==> src/rtl/scarv_cop_rsp_queue_if.sv <==
// ----------------------------------------------------------------------------
// scarv_cop_rsp_queue_if
//   Bundles the two channels of the coprocessor return path:
//     - completion channel from the execute stage (ex_*), back-pressured by
//       ex_stall
//     - valid/ready response channel towards the host CPU (cpu_rsp_*)
//   Modports:
//     master : the response queue (consumes ex_*, drives cpu_rsp_*)
//     slave  : the surrounding environment (execute stage + CPU)
// ----------------------------------------------------------------------------
interface scarv_cop_rsp_queue_if;

    // Completion channel from execute
    logic        ex_done;
    logic        ex_stall;
    logic [31:0] ex_result;
    logic [4:0]  ex_rd;
    logic        ex_wb;
    logic        ex_exception;
    logic [2:0]  ex_cause;

    // Response channel to the host CPU
    logic        cpu_rsp_valid;
    logic        cpu_rsp_ready;
    logic [31:0] cpu_rsp_data;
    logic [4:0]  cpu_rsp_rd;
    logic        cpu_rsp_wen;
    logic        cpu_rsp_error;

    modport master (
        input  ex_done,
        input  ex_result,
        input  ex_rd,
        input  ex_wb,
        input  ex_exception,
        input  ex_cause,
        output ex_stall,
        output cpu_rsp_valid,
        input  cpu_rsp_ready,
        output cpu_rsp_data,
        output cpu_rsp_rd,
        output cpu_rsp_wen,
        output cpu_rsp_error
    );

    modport slave (
        output ex_done,
        output ex_result,
        output ex_rd,
        output ex_wb,
        output ex_exception,
        output ex_cause,
        input  ex_stall,
        input  cpu_rsp_valid,
        output cpu_rsp_ready,
        input  cpu_rsp_data,
        input  cpu_rsp_rd,
        input  cpu_rsp_wen,
        input  cpu_rsp_error
    );

endinterface

==> src/rtl/scarv_cop_rsp_queue.sv <==
// ----------------------------------------------------------------------------
// scarv_cop_rsp_queue
//   Return path of the coprocessor/CPU interface. Each finished ISE
//   instruction hands one completion record (result, GPR target, exception
//   flag) to this queue; records are kept in completion order in a circular
//   buffer and offered to the host CPU on a valid/ready channel.
//
//   Ports:
//     g_clk      : core clock, all state updates on the rising edge
//     g_resetn   : asynchronous active-low reset
//     flush      : synchronous discard of every buffered response
//     rsp_count  : current occupancy (0..DEPTH)
//     rsp        : completion + response channels (master modport)
//
//   Parameters:
//     DEPTH      : number of buffered responses, power of two, >= 2
// ----------------------------------------------------------------------------
module scarv_cop_rsp_queue #(
    parameter int DEPTH = 2
) (
    input  logic                    g_clk,
    input  logic                    g_resetn,
    input  logic                    flush,
    output logic [$clog2(DEPTH):0]  rsp_count,
    scarv_cop_rsp_queue_if.master   rsp
);

    localparam int               PTR_W   = $clog2(DEPTH);
    localparam int               CNT_W   = PTR_W + 1;
    localparam logic [CNT_W-1:0] FULL    = CNT_W'(DEPTH);
    localparam logic [CNT_W-1:0] CNT_ONE = CNT_W'(1);
    localparam logic [PTR_W-1:0] PTR_ONE = PTR_W'(1);

    typedef struct packed {
        logic [31:0] data;
        logic [4:0]  rd;
        logic        wen;
        logic        error;
    } entry_t;

    // An exception replaces the result with the zero-extended cause code and
    // suppresses the writeback; a write to x0 is never requested either.
    function automatic entry_t form_entry(
        input logic [31:0] result,
        input logic [4:0]  rd,
        input logic        wb,
        input logic        exception,
        input logic [2:0]  cause
    );
        entry_t e;
        e.error = exception;
        e.wen   = wb & ~exception & (rd != 5'd0);
        e.data  = exception ? {29'b0, cause} : result;
        e.rd    = rd;
        return e;
    endfunction

    entry_t           mem [DEPTH];
    logic [PTR_W-1:0] wr_ptr;
    logic [PTR_W-1:0] rd_ptr;
    logic [CNT_W-1:0] count;
    logic             full;
    logic             valid;
    logic             push;
    logic             pop;
    entry_t           head;

    // Stall comes from registered occupancy only, so a full queue refuses a
    // push even in a cycle where the CPU pops.
    assign full  = (count == FULL);
    assign valid = (count != '0);
    assign push  = rsp.ex_done & ~full;
    assign pop   = valid & rsp.cpu_rsp_ready;

    // Control state: occupancy and the two wrapping pointers. Pointer width
    // is exactly log2(DEPTH), so natural overflow performs the wrap.
    always_ff @(posedge g_clk or negedge g_resetn) begin
        if (!g_resetn) begin
            count  <= '0;
            wr_ptr <= '0;
            rd_ptr <= '0;
        end else if (flush) begin
            count  <= '0;
            wr_ptr <= '0;
            rd_ptr <= '0;
        end else begin
            if (push) begin
                wr_ptr <= wr_ptr + PTR_ONE;
            end
            if (pop) begin
                rd_ptr <= rd_ptr + PTR_ONE;
            end
            case ({push, pop})
                2'b10:   count <= count + CNT_ONE;
                2'b01:   count <= count - CNT_ONE;
                default: count <= count;
            endcase
        end
    end

    // Storage carries no reset: an entry is only observable once count says
    // it was written, and outputs are masked while the queue is empty.
    always_ff @(posedge g_clk) begin
        if (push) begin
            mem[wr_ptr] <= form_entry(rsp.ex_result, rsp.ex_rd, rsp.ex_wb,
                                      rsp.ex_exception, rsp.ex_cause);
        end
    end

    assign head = mem[rd_ptr];

    assign rsp.ex_stall      = full;
    assign rsp.cpu_rsp_valid = valid;
    assign rsp.cpu_rsp_data  = valid ? head.data  : 32'd0;
    assign rsp.cpu_rsp_rd    = valid ? head.rd    : 5'd0;
    assign rsp.cpu_rsp_wen   = valid ? head.wen   : 1'b0;
    assign rsp.cpu_rsp_error = valid ? head.error : 1'b0;
    assign rsp_count         = count;

    a_count_bound: assert property (
        @(posedge g_clk) disable iff (!g_resetn) count <= FULL
    );

    a_no_underflow: assert property (
        @(posedge g_clk) disable iff (!g_resetn) !(pop && (count == '0))
    );

endmodule

==> src/flat_wrapper.sv <==
// flat-port wrapper written by rule: the top's interface ports become plain ports
module scarv_cop_rsp_queue_flat 
#(
    parameter int DEPTH = 2
)
  (g_clk, g_resetn, flush, rsp_count, rsp_ex_done, rsp_ex_result, rsp_ex_rd, rsp_ex_wb, rsp_ex_exception, rsp_ex_cause, rsp_ex_stall, rsp_cpu_rsp_valid, rsp_cpu_rsp_ready, rsp_cpu_rsp_data, rsp_cpu_rsp_rd, rsp_cpu_rsp_wen, rsp_cpu_rsp_error);
  scarv_cop_rsp_queue_if rsp_i ();
  input  logic g_clk;
  input  logic g_resetn;
  input  logic flush;
  output logic [$clog2(DEPTH):0] rsp_count;
  input wire logic [$bits(rsp_i.ex_done)-1:0] rsp_ex_done;
  input wire logic [$bits(rsp_i.ex_result)-1:0] rsp_ex_result;
  input wire logic [$bits(rsp_i.ex_rd)-1:0] rsp_ex_rd;
  input wire logic [$bits(rsp_i.ex_wb)-1:0] rsp_ex_wb;
  input wire logic [$bits(rsp_i.ex_exception)-1:0] rsp_ex_exception;
  input wire logic [$bits(rsp_i.ex_cause)-1:0] rsp_ex_cause;
  output wire logic [$bits(rsp_i.ex_stall)-1:0] rsp_ex_stall;
  output wire logic [$bits(rsp_i.cpu_rsp_valid)-1:0] rsp_cpu_rsp_valid;
  input wire logic [$bits(rsp_i.cpu_rsp_ready)-1:0] rsp_cpu_rsp_ready;
  output wire logic [$bits(rsp_i.cpu_rsp_data)-1:0] rsp_cpu_rsp_data;
  output wire logic [$bits(rsp_i.cpu_rsp_rd)-1:0] rsp_cpu_rsp_rd;
  output wire logic [$bits(rsp_i.cpu_rsp_wen)-1:0] rsp_cpu_rsp_wen;
  output wire logic [$bits(rsp_i.cpu_rsp_error)-1:0] rsp_cpu_rsp_error;
  assign rsp_i.ex_done = rsp_ex_done;
  assign rsp_i.ex_result = rsp_ex_result;
  assign rsp_i.ex_rd = rsp_ex_rd;
  assign rsp_i.ex_wb = rsp_ex_wb;
  assign rsp_i.ex_exception = rsp_ex_exception;
  assign rsp_i.ex_cause = rsp_ex_cause;
  assign rsp_ex_stall = rsp_i.ex_stall;
  assign rsp_cpu_rsp_valid = rsp_i.cpu_rsp_valid;
  assign rsp_i.cpu_rsp_ready = rsp_cpu_rsp_ready;
  assign rsp_cpu_rsp_data = rsp_i.cpu_rsp_data;
  assign rsp_cpu_rsp_rd = rsp_i.cpu_rsp_rd;
  assign rsp_cpu_rsp_wen = rsp_i.cpu_rsp_wen;
  assign rsp_cpu_rsp_error = rsp_i.cpu_rsp_error;
  scarv_cop_rsp_queue #(.DEPTH(DEPTH)) u_core (.g_clk(g_clk), .g_resetn(g_resetn), .flush(flush), .rsp_count(rsp_count), .rsp(rsp_i));
endmodule
==> config.mk <==
export PLATFORM = sky130hd
export DESIGN_NAME = scarv_cop_rsp_queue_flat
export DESIGN_NICKNAME = d
export VERILOG_FILES = /design/src/rtl/scarv_cop_rsp_queue_if.sv /design/src/rtl/scarv_cop_rsp_queue.sv /design/src/flat_wrapper.sv
export SDC_FILE = /design/constraint.sdc
export NUM_CORES = 1
export LEC_CHECK = 0
export CORE_UTILIZATION = 41
export CTS_CLUSTER_DIAMETER = 150
export DETAILED_ROUTE_END_ITERATION = 6
export HOLD_SLACK_MARGIN = 0.12
export PLACE_DENSITY = 0.69
export SETUP_SLACK_MARGIN = 0.3
export SLEW_MARGIN = 25
export SYNTH_ARGS = -nofsm -noshare
export SYNTH_HDL_FRONTEND = slang
export SYNTH_SLANG_ARGS = --single-unit
==> constraint.sdc <==
create_clock -name g_clk -period 3.4 [get_ports g_clk]
set_clock_uncertainty 0.2 [all_clocks]
set_input_delay 0.68 -clock g_clk [delete_from_list [all_inputs] [get_ports g_clk]]
set_output_delay 0.68 -clock g_clk [all_outputs]
set_load 0.01 [all_outputs]
==> run metrics, run 1 <==
Antenna diodes 0; synthesis-to-layout area growth 39.2%; CTS clock-pin slew for the worst setup and hold paths roughly 0.080 ns; # clock sinks 82; # fillers 644; final wirelength roughly 6.4 mm; port bufs 89; fin crit share between 80 and 90%; top cells by area, synth edfxtp_1, mux2i_1, nor2b_1; Sw Share approximately a fifth; CTS buffer count 9; Min-Delay Path Class input port to asynchronous set/reset pin; chip width just over 90 um; Die ar. between 8000 and 9000 um^2; Post-Place Cells 415; setup tns final 0 ns; Die Height 93.0 um; antenna violations before repair 0; final hold violations 0; largest fanout on the critical path 16; largest net degree at the start of global routing 40; initial core utilization between 40% and 50%; sequential share of power roughly half; max-cap viol count 0; Worst Path Required around 2.5 ns; fin nets approximately 370; Synth top area share between 60% and 70%; Yosys cell types 22; first-pass GRT wire length approximately 10 mm; Clock power frac 36.5%; Final GP Congestion 0.766; worst vdd ir roughly 0.22 mV; worst skew pair latency about 0.34 ns; Fmax between 0.3 and 0.4 GHz; Max transition margin around two thirds; crit path time final 2.95 ns; H-tree depth 3; largest area contributor in the netlist edfxtp_1; fraction of layout cells with a size suffix above 1 9.39%; wire per inst between 10 and 15 um; CP Launch Type flop; crit path kind flop to output pin; Synthesis Warnings 0; Leak around 1.6 nW; Synth Instances ~230; Top Ports 90; WP data arrival 2.07 ns; vias in the first global route approximately 2,100; row count 32; fin util between 60% and 70%; post-cts repair resize count 0; Antenna Nets Post-Route 0; Initial DRT Pass Iterations 4; switching pwr roughly 0.00051 W; grt ovf 0; CTS tree done; postcts setup bufs 0; # hold bufs at CTS 0; syn avg cell area 14.8 um^2; vias per std cell just under 5; Max Buffers Root-to-Sink 2; sequential share of the synthesized area between 70 and 80%; Via Count between 2,000 and 2,500; hpwl dp between 4 and 5 mm; number of remaining DRC errors 0; count of final max-slew check failures 0; crit end category output pin; commonest non-fill, non-tap cells in the layout clkdlybuf4s50_1, edfxtp_1, nor2_1; run status completed; CORE AREA approximately 7800 um^2; Tot GR Track Use approximately 16%; Mapped Area 3390 um^2; commonest non-fill, non-tap cell in the layout clkdlybuf4s50_1; PD cells 514 nW/um^2; Yosys reg bits between 80 and 90; Post-Syn Nets 276; Worst Tran Pin Value approximately 0.52 ns; DR iter-0 viols between 60 and 70; unrepaired setup endpoints after global routing no; combinational fraction of design power approximately 14%; non-filler cells, final about 430; setup violators final 0; Pint 0.00192 W; CTS root buf clkbuf_8
[worst max-delay path, cell delays in order (launching register included)]
cell and delay (ns):
dfrtp_2 0.68, buf_4 0.29, mux2i_1 0.09, nor2_1 0.12, clkdlybuf4s50_1 0.55
[power by group through the flow]
stage | clock network, W | logic (W) | registers (W)
3_5_place_dp | 0 | 0.000346 | 0.00122
6_report | 0.000887 | 0.000343 | 0.00120
4_1_cts | 0.000905 | 0.000347 | 0.00120
3_3_place_gp | 0 | 0.000343 | 0.00122
2_1_floorplan | 0 | 0.000165 | 0.00121
5_1_grt | 0.000938 | 0.000375 | 0.00121
[layout make-up]
type                       instances  area (um^2)  share of cell area, %
tap                              102          128                   2.70
timing repair buffer              96          981                   20.8
clock inverter                     6          129                   2.73
clock buffer                      10          128                   2.70
sequential                        82         2440                   51.7
inverter                           4         15.0                  0.318
multi-input combinational        132          900                   19.0
[layer usage]
metal	GRT usage [%]	share of wire, %
met3	3.94	4.1
met1	17.7	41
met5	0	0
met2	27.9	52
met4	7.69	2.5
[Yosys cell counts (all sizes together)]
cell type and n:
edfxtp 78, nor2 42, mux2i 40, nor2b 29, clkbuf 8, a21oi 4, buf 4, dfrtp 4
inv 4, mux2 3, nor3b 2, o21ai 2, a21o 1, and3 1, nand2b 1, nand3b 1
o211ai 1, or2 1, or3 1, or4 1, xor2 1
[stage by stage]
step,setup slack [ns],total power (W),hold slack (ns),cell area (um^2)
global placement,0.787,0.00156,0.348,4460
detailed placement,0.779,0.00157,0.355,4460
global route,0.321,0.00252,0.333,4720
floorplan,0.930,0.00137,0.184,3390
finish,0.453,0.00243,0.339,4720
CTS,0.402,0.00245,0.328,4720
[final timing paths]
path	depth (start not counted)	slack, ns	to	start
setup / recovery	4	0.45	rsp_cpu_rsp_data[0]	u_core.rd_ptr
hold / removal	1	0.34	u_core.wr_ptr	g_resetn
setup reg to reg	5	1.37	u_core.mem[0][1]	u_core.rsp_count[0]
hold reg to reg	2	0.37	u_core.wr_ptr	u_core.wr_ptr
max in group asynchronous	1	2.46	u_core.rd_ptr	g_resetn
min in group g_clk	2	0.37	u_core.wr_ptr	u_core.wr_ptr
[logic make-up after synthesis]
family / synth area share [%]
buffers and inverters: 1.92
multiplexers: 12.8
XOR/XNOR: 0.258
flip-flops: 72.0
AND/OR/NAND/NOR: 11.7
AO/OA/AOI/OAI: 1.33
[registers in the layout (all words and copies together), names as in the netlist]
name	flops
u_core.rsp_count	2
u_core.mem	78
u_core.rd_ptr	1
u_core.wr_ptr	1
Power figures use the tool's default switching activity.
==> run 2, diff against run 1 <==
clock period = 3.6 ns   (was 3.4 ns; I/O delays follow)
==> run 2 against run 1 <==
Final cell count down 0.69%. Global-route usage shrank 0.87 points. First-iteration DRC count grew 45%. Cell area shrank 2.2%. Combinational power down 6%. Core utilization decreased by 1.3 points. Power decreased by 15%. Hold slack gained 0.031 ns. Worst setup slack improved by 0.25 ns. Sequential power down 7%.
==> run metrics, run 2 (synthesis gave the netlist of run 1 again) <==
CTS root buf clkbuf_8 (unchanged); CORE AREA 7850 um^2 (unchanged); initial core utilization 43.2% (unchanged); Fmax 0.345 GHz; RR Endpoint u_core.mem[0][17] (was u_core.mem[0][1]); run status completed (unchanged); vias per std cell 4.74 (was 4.82); CTS buffer count 9 (unchanged); largest net degree at the start of global routing 41 (was 40); RR Startpoint u_core.rsp_count[0] (unchanged); Final GP Congestion 0.776 (was 0.766); setup tns final 0 ns (unchanged); row count 32 (unchanged); Max Buffers Root-to-Sink 2 (unchanged); Leak 1.56 nW (was 1.61 nW); worst skew pair latency 0.33 ns (was 0.34 ns); Worst Path Required 2.68 ns (was 2.52 ns); Antenna diodes 0 (unchanged); fin util 58.9% (was 60.2%); Hold Path Depth 2; Sequential Area 2440 um^2 (unchanged); crit path time final 2.90 ns; fin crit share 80.5%; switching pwr 0.000474 W (was 0.000507 W); commonest non-fill, non-tap cells in the layout clkdlybuf4s50_1, edfxtp_1, nor2_1 (unchanged); Pint 0.00160 W (was 0.00192 W); Die ar. 8640 um^2 (unchanged); port bufs 89 (unchanged); commonest non-fill, non-tap cell in the layout clkdlybuf4s50_1 (unchanged); WP data arrival 1.98 ns (was 2.07 ns); final hold violations 0 (unchanged); Initial DRT Pass Iterations 4 (unchanged); sequential share of power 54.2% (was 49.4%); Worst Tran Pin Value 0.529 ns (was 0.524 ns); non-filler cells, final 429 (was 432); Hold Path Origin u_core.wr_ptr; CTS clock-pin slew for the worst setup and hold paths 0.07 ns (was 0.08 ns); Reg2Reg Setup Slack 1.46 ns (was 1.37 ns); DR iter-0 viols 100 (was 69); Clock power frac 30.2% (was 36.5%); combinational fraction of design power 15.6% (was 14.1%); Top Ports 90 (unchanged); count of final max-slew check failures 0 (unchanged); hpwl dp 3.94 mm (was 4.06 mm); number of remaining DRC errors 0 (unchanged); setup violators final 0 (unchanged); CP Launch Type flop (unchanged); # fillers 667 (was 644); R2R cell count 5 (unchanged); Max transition margin 64.8% (was 65.0%); area of the multi-input gates 893 um^2 (was 900 um^2); Via Count 2,034 (was 2,081); first-pass GRT wire length 9.65 mm (was 10.0 mm); postcts setup bufs 0 (unchanged); crit path kind flop to output pin (unchanged); Post-Place Cells 413 (was 415); CP startpoint u_core.rsp_count[1] (was u_core.rd_ptr); H-tree depth 3 (unchanged); max-cap viol count 0 (unchanged); largest fanout on the critical path 40 (was 16); antenna violations before repair 0 (unchanged); Die Height 93.0 um (unchanged); synthesis-to-layout area growth 36.2% (was 39.2%); worst vdd ir 0.224 mV (was 0.216 mV); max FFs per register 78 (unchanged); Sw Share 22.9% (was 20.9%); vias in the first global route 2,029 (was 2,138); grt ovf 0 (unchanged); post-route cell area 4620 um^2 (was 4720 um^2); crit end category output pin (unchanged); Biggest register u_core.mem (unchanged); Antenna Nets Post-Route 0 (unchanged); # hold bufs at CTS 0 (unchanged); Placed Instance Area 4430 um^2 (was 4460 um^2); PD cells 449 nW/um^2 (was 514 nW/um^2); Worst Hold End u_core.wr_ptr; final wirelength 6.19 mm (was 6.43 mm); fin nets 369 (was 372); CTS tree done (unchanged); post-cts repair resize count 0 (unchanged); # clock sinks 82 (unchanged); Tot GR Track Use 14.9% (was 15.8%); Min-Delay Path Class flop to flop (was input port to asynchronous set/reset pin); chip width 93.0 um (unchanged); fraction of layout cells with a size suffix above 1 8.56% (was 9.39%); unrepaired setup endpoints after global routing no (unchanged); wire per inst 14.4 um (was 14.9 um)
-- run 2: cell types whose count changed in the layout (fill, tap and decap cells not counted) --
cell,delta
buf_12,-1
buf_4,-1
bufinv_16,-3
clkbuf_1,+1
clkinv_1,-1
clkinv_2,+1
clkinvlp_4,+2
nor2_2,-1
-- run 2: area by class of cell --
class,instances,share of cell area [%]
Multi-Input combinational cell,131,19.3
Inverter,4,0.325
Timing Repair Buffer,94,20.6
Clock inverter,5,1.19
Tap cell,102,2.76
Clock buffer,11,2.84
Sequential cell,82,52.9
-- run 2: worst max path at each step --
stage / to / slack [ns] / depth (start not counted)
floorplan: u_core.mem[0][0] / 1.09 / 3
global placement: u_core.mem[0][29] / 0.78 / 5
detailed placement: u_core.mem[0][29] / 0.74 / 5
CTS: rsp_cpu_rsp_data[2] / 0.66 / 4
global route: rsp_cpu_rsp_data[10] / 0.58 / 4
finish: rsp_cpu_rsp_data[2] / 0.70 / 4
-- run 2: power by group through the flow --
stage          registers (W)  logic, W  clock network [W]
2_1_floorplan        0.00114  0.000156                  0
3_3_place_gp         0.00114  0.000326                  0
3_5_place_dp         0.00115  0.000329                  0
4_1_cts              0.00112  0.000330           0.000639
5_1_grt              0.00113  0.000351           0.000683
6_report             0.00112  0.000324           0.000627
-- run 2: metal layers --
metal	up-vias	track usage (%)	share of wire [%]
met1	961	18.4	42
met4	0	6.79	1.8
met3	10	2.87	4.4
met5	-	0	0
li1	1005	-	-
met2	58	25.4	51
-- run 2: through the flow --
stage / total power [W] / hold slack (ns) / setup WS [ns]
4_1_cts: 0.00209 / 0.369 / 0.655
2_1_floorplan: 0.00130 / 0.224 / 1.09
3_5_place_dp: 0.00148 / 0.359 / 0.740
6_report: 0.00208 / 0.371 / 0.702
3_3_place_gp: 0.00147 / 0.349 / 0.780
5_1_grt: 0.00216 / 0.374 / 0.578
-- run 2: critical path, cell delays in order (launching register included) --
cell,delay [ns]
dfrtp_1,0.48
nor2_4,0.13
buf_4,0.40
nor2_1,0.12
clkdlybuf4s50_1,0.50
==> patch (config.mk and constraints of run 1) <==
`DEPTH` is set to 2 in 2 places; all go to 4. Comments in the files are not updated.
--- a/src/rtl/scarv_cop_rsp_queue.sv
+++ b/src/rtl/scarv_cop_rsp_queue.sv
@@ -17,5 +17,5 @@
 // ----------------------------------------------------------------------------
 module scarv_cop_rsp_queue #(
-    parameter int DEPTH = 2
+    parameter int DEPTH = 4
 ) (
     input  logic                    g_clk,
--- a/src/flat_wrapper.sv
+++ b/src/flat_wrapper.sv
@@ -2,5 +2,5 @@
 module scarv_cop_rsp_queue_flat 
 #(
-    parameter int DEPTH = 2
+    parameter int DEPTH = 4
 )
   (g_clk, g_resetn, flush, rsp_count, rsp_ex_done, rsp_ex_result, rsp_ex_rd, rsp_ex_wb, rsp_ex_exception, rsp_ex_cause, rsp_ex_stall, rsp_cpu_rsp_valid, rsp_cpu_rsp_ready, rsp_cpu_rsp_data, rsp_cpu_rsp_rd, rsp_cpu_rsp_wen, rsp_cpu_rsp_error);
Interface: changed (resized rsp_count); port bits go from 90 to 91. No check against the original RTL was run, so the function may have changed too.
==> patch against run 1 <==
  * Critical path type unchanged
  * Wire length increased by 100%
  * Register-to-register slack got worse by 0.54 ns
  * Critical path depth rose by 1
  * First-iteration DRC count rose to 2.9 times the old value
  * Sequential cell count is 81 higher
  * Worst hold slack got worse by 0.012 ns
  * Total power is 120% higher
  * Via count up 64%
  * Cell area is 84% higher
  * Synthesized area up 98%
  * Setup slack worse by 0.077 ns
==> patch: results (changes against run 1) <==
stage;metric;value;unit;change
worst_setup_path;crit path launch;u_core.rd_ptr[0]$_DFFE_PN0P_;;
placement;port bufs;90;;+1.1%
synth;number of flops mapped to enable cells by yosys;156;;+100%
layout;layout clock buffer count;21;;+11
timing;WHS;0.328;ns;-0.0119 ns
synth;Yosys cell types;36;;+64%
layout;FF+latch count;163;;+99%
die;n_taps;216;;+110%
layout;max reg flops;156;;+100%
worst_setup_path;r2r endpoint;u_core.rsp_count[1]$_DFFE_PN0P_;;
layout;Non-clock buffering overhead;13.9;%;-6.9 points
layout;FILL cells;1259;;+95%
power;P_leak;0.00312;µW;+93%
synth;most instantiated cells after synthesis;edfxtp_1, and2_1, mux4_2;;
layout;Layout Nets;505;;+36%
clock_network;H-tree depth;4;;+1
synth;Mapped Nets;398;;+44%
grt;antenna violations before repair;0;;unchanged
clock_network;Clk Latency, worst-skew pair;0.41;ns;+0.07 ns
detailed_routing;wire length on met3;666;µm;+150%
worst_setup_path;CP Max Fanout;9;;-7
synth;Synth area leaders;edfxtp_1, mux4_2, and2_1;;
layout;comb_multi_in;161;;+22%
detailed_routing;met2 WL post-DR;6600;µm;+97%
layout;Seq area share;56.1;%;+4.4 points
grt;vias in the first global route;3555;;+66%
detailed_routing;M1 WL;5660;µm;+110%
grt;met1 track demand over resource;21.8;%;+4.1 points
outcome;status;finished, final reports clean;;
worst_setup_path;Worst EP arrival;2.14;ns;+0.07 ns
placement;Placer Congestion;0.744;;-2.9%
power;peak supply drop;370;µV;+71%
detailed_routing;initial drt markers;202;;+190%
clock_network;Reg clk slew, reported paths;0.06;ns;-0.02 ns
placement;Cells after DPL;644;;+55%
grt;gr usage total;16.9;%;+1.0 points
synth;average size of a mapped cell;19.4;µm²;+31%
worst_setup_path;crit path to;rsp_cpu_rsp_data[19];;
detailed_routing;drt wl/cell;19.1;µm;+28%
layout;fin cells;682;;+58%
synth;ys async rst share;4.29;%;-0.58 points
clock_network;total CTS buffers;17;;+8
placement;hpwl dp;7980;µm;+96%
placement;dpl ws;0.368;ns;-0.411 ns
detailed_routing;vias per inst;5.02;;+4.2%
timing;Max-slew headroom;48.7;%;-16 points
patch: critical path, stage by stage, from the launching register on:
cell and delay, ns:
dfrtp_4 0.42, buf_4 0.15, buf_12 0.15, mux4_2 0.53, and2_1 0.19, dlygate4sd2_1 0.28
patch: kinds of logic after synthesis:
group / Yosys count / synth area share [%]
DFF: 163 / 72.4
and+or+nand+nor: 98 / 8.65
muxes: 43 / 13.8
buffers and inverters: 22 / 2.44
AOI/OAI and AO/OA: 11 / 1.12
adders and majority gates: 5 / 1.04
xor gates and xnor gates: 4 / 0.522
patch: power groups by stage:
stage               Clock (µW)  Combinational [µW]  Sequential (µW)
global route              2130                 968             2390
global placement             0                 873             2430
CTS                       2050                 922             2380
detailed placement           0                 888             2440
floorplan                    0                 518             2410
finish                    2020                 893             2380
patch: timing repair:
item                                    4_1_cts  5_1_grt
endpoints found under the setup margin       40        8
gates resized for setup                      41        8
setup buffers                                 4        0
cloned                                        2        0
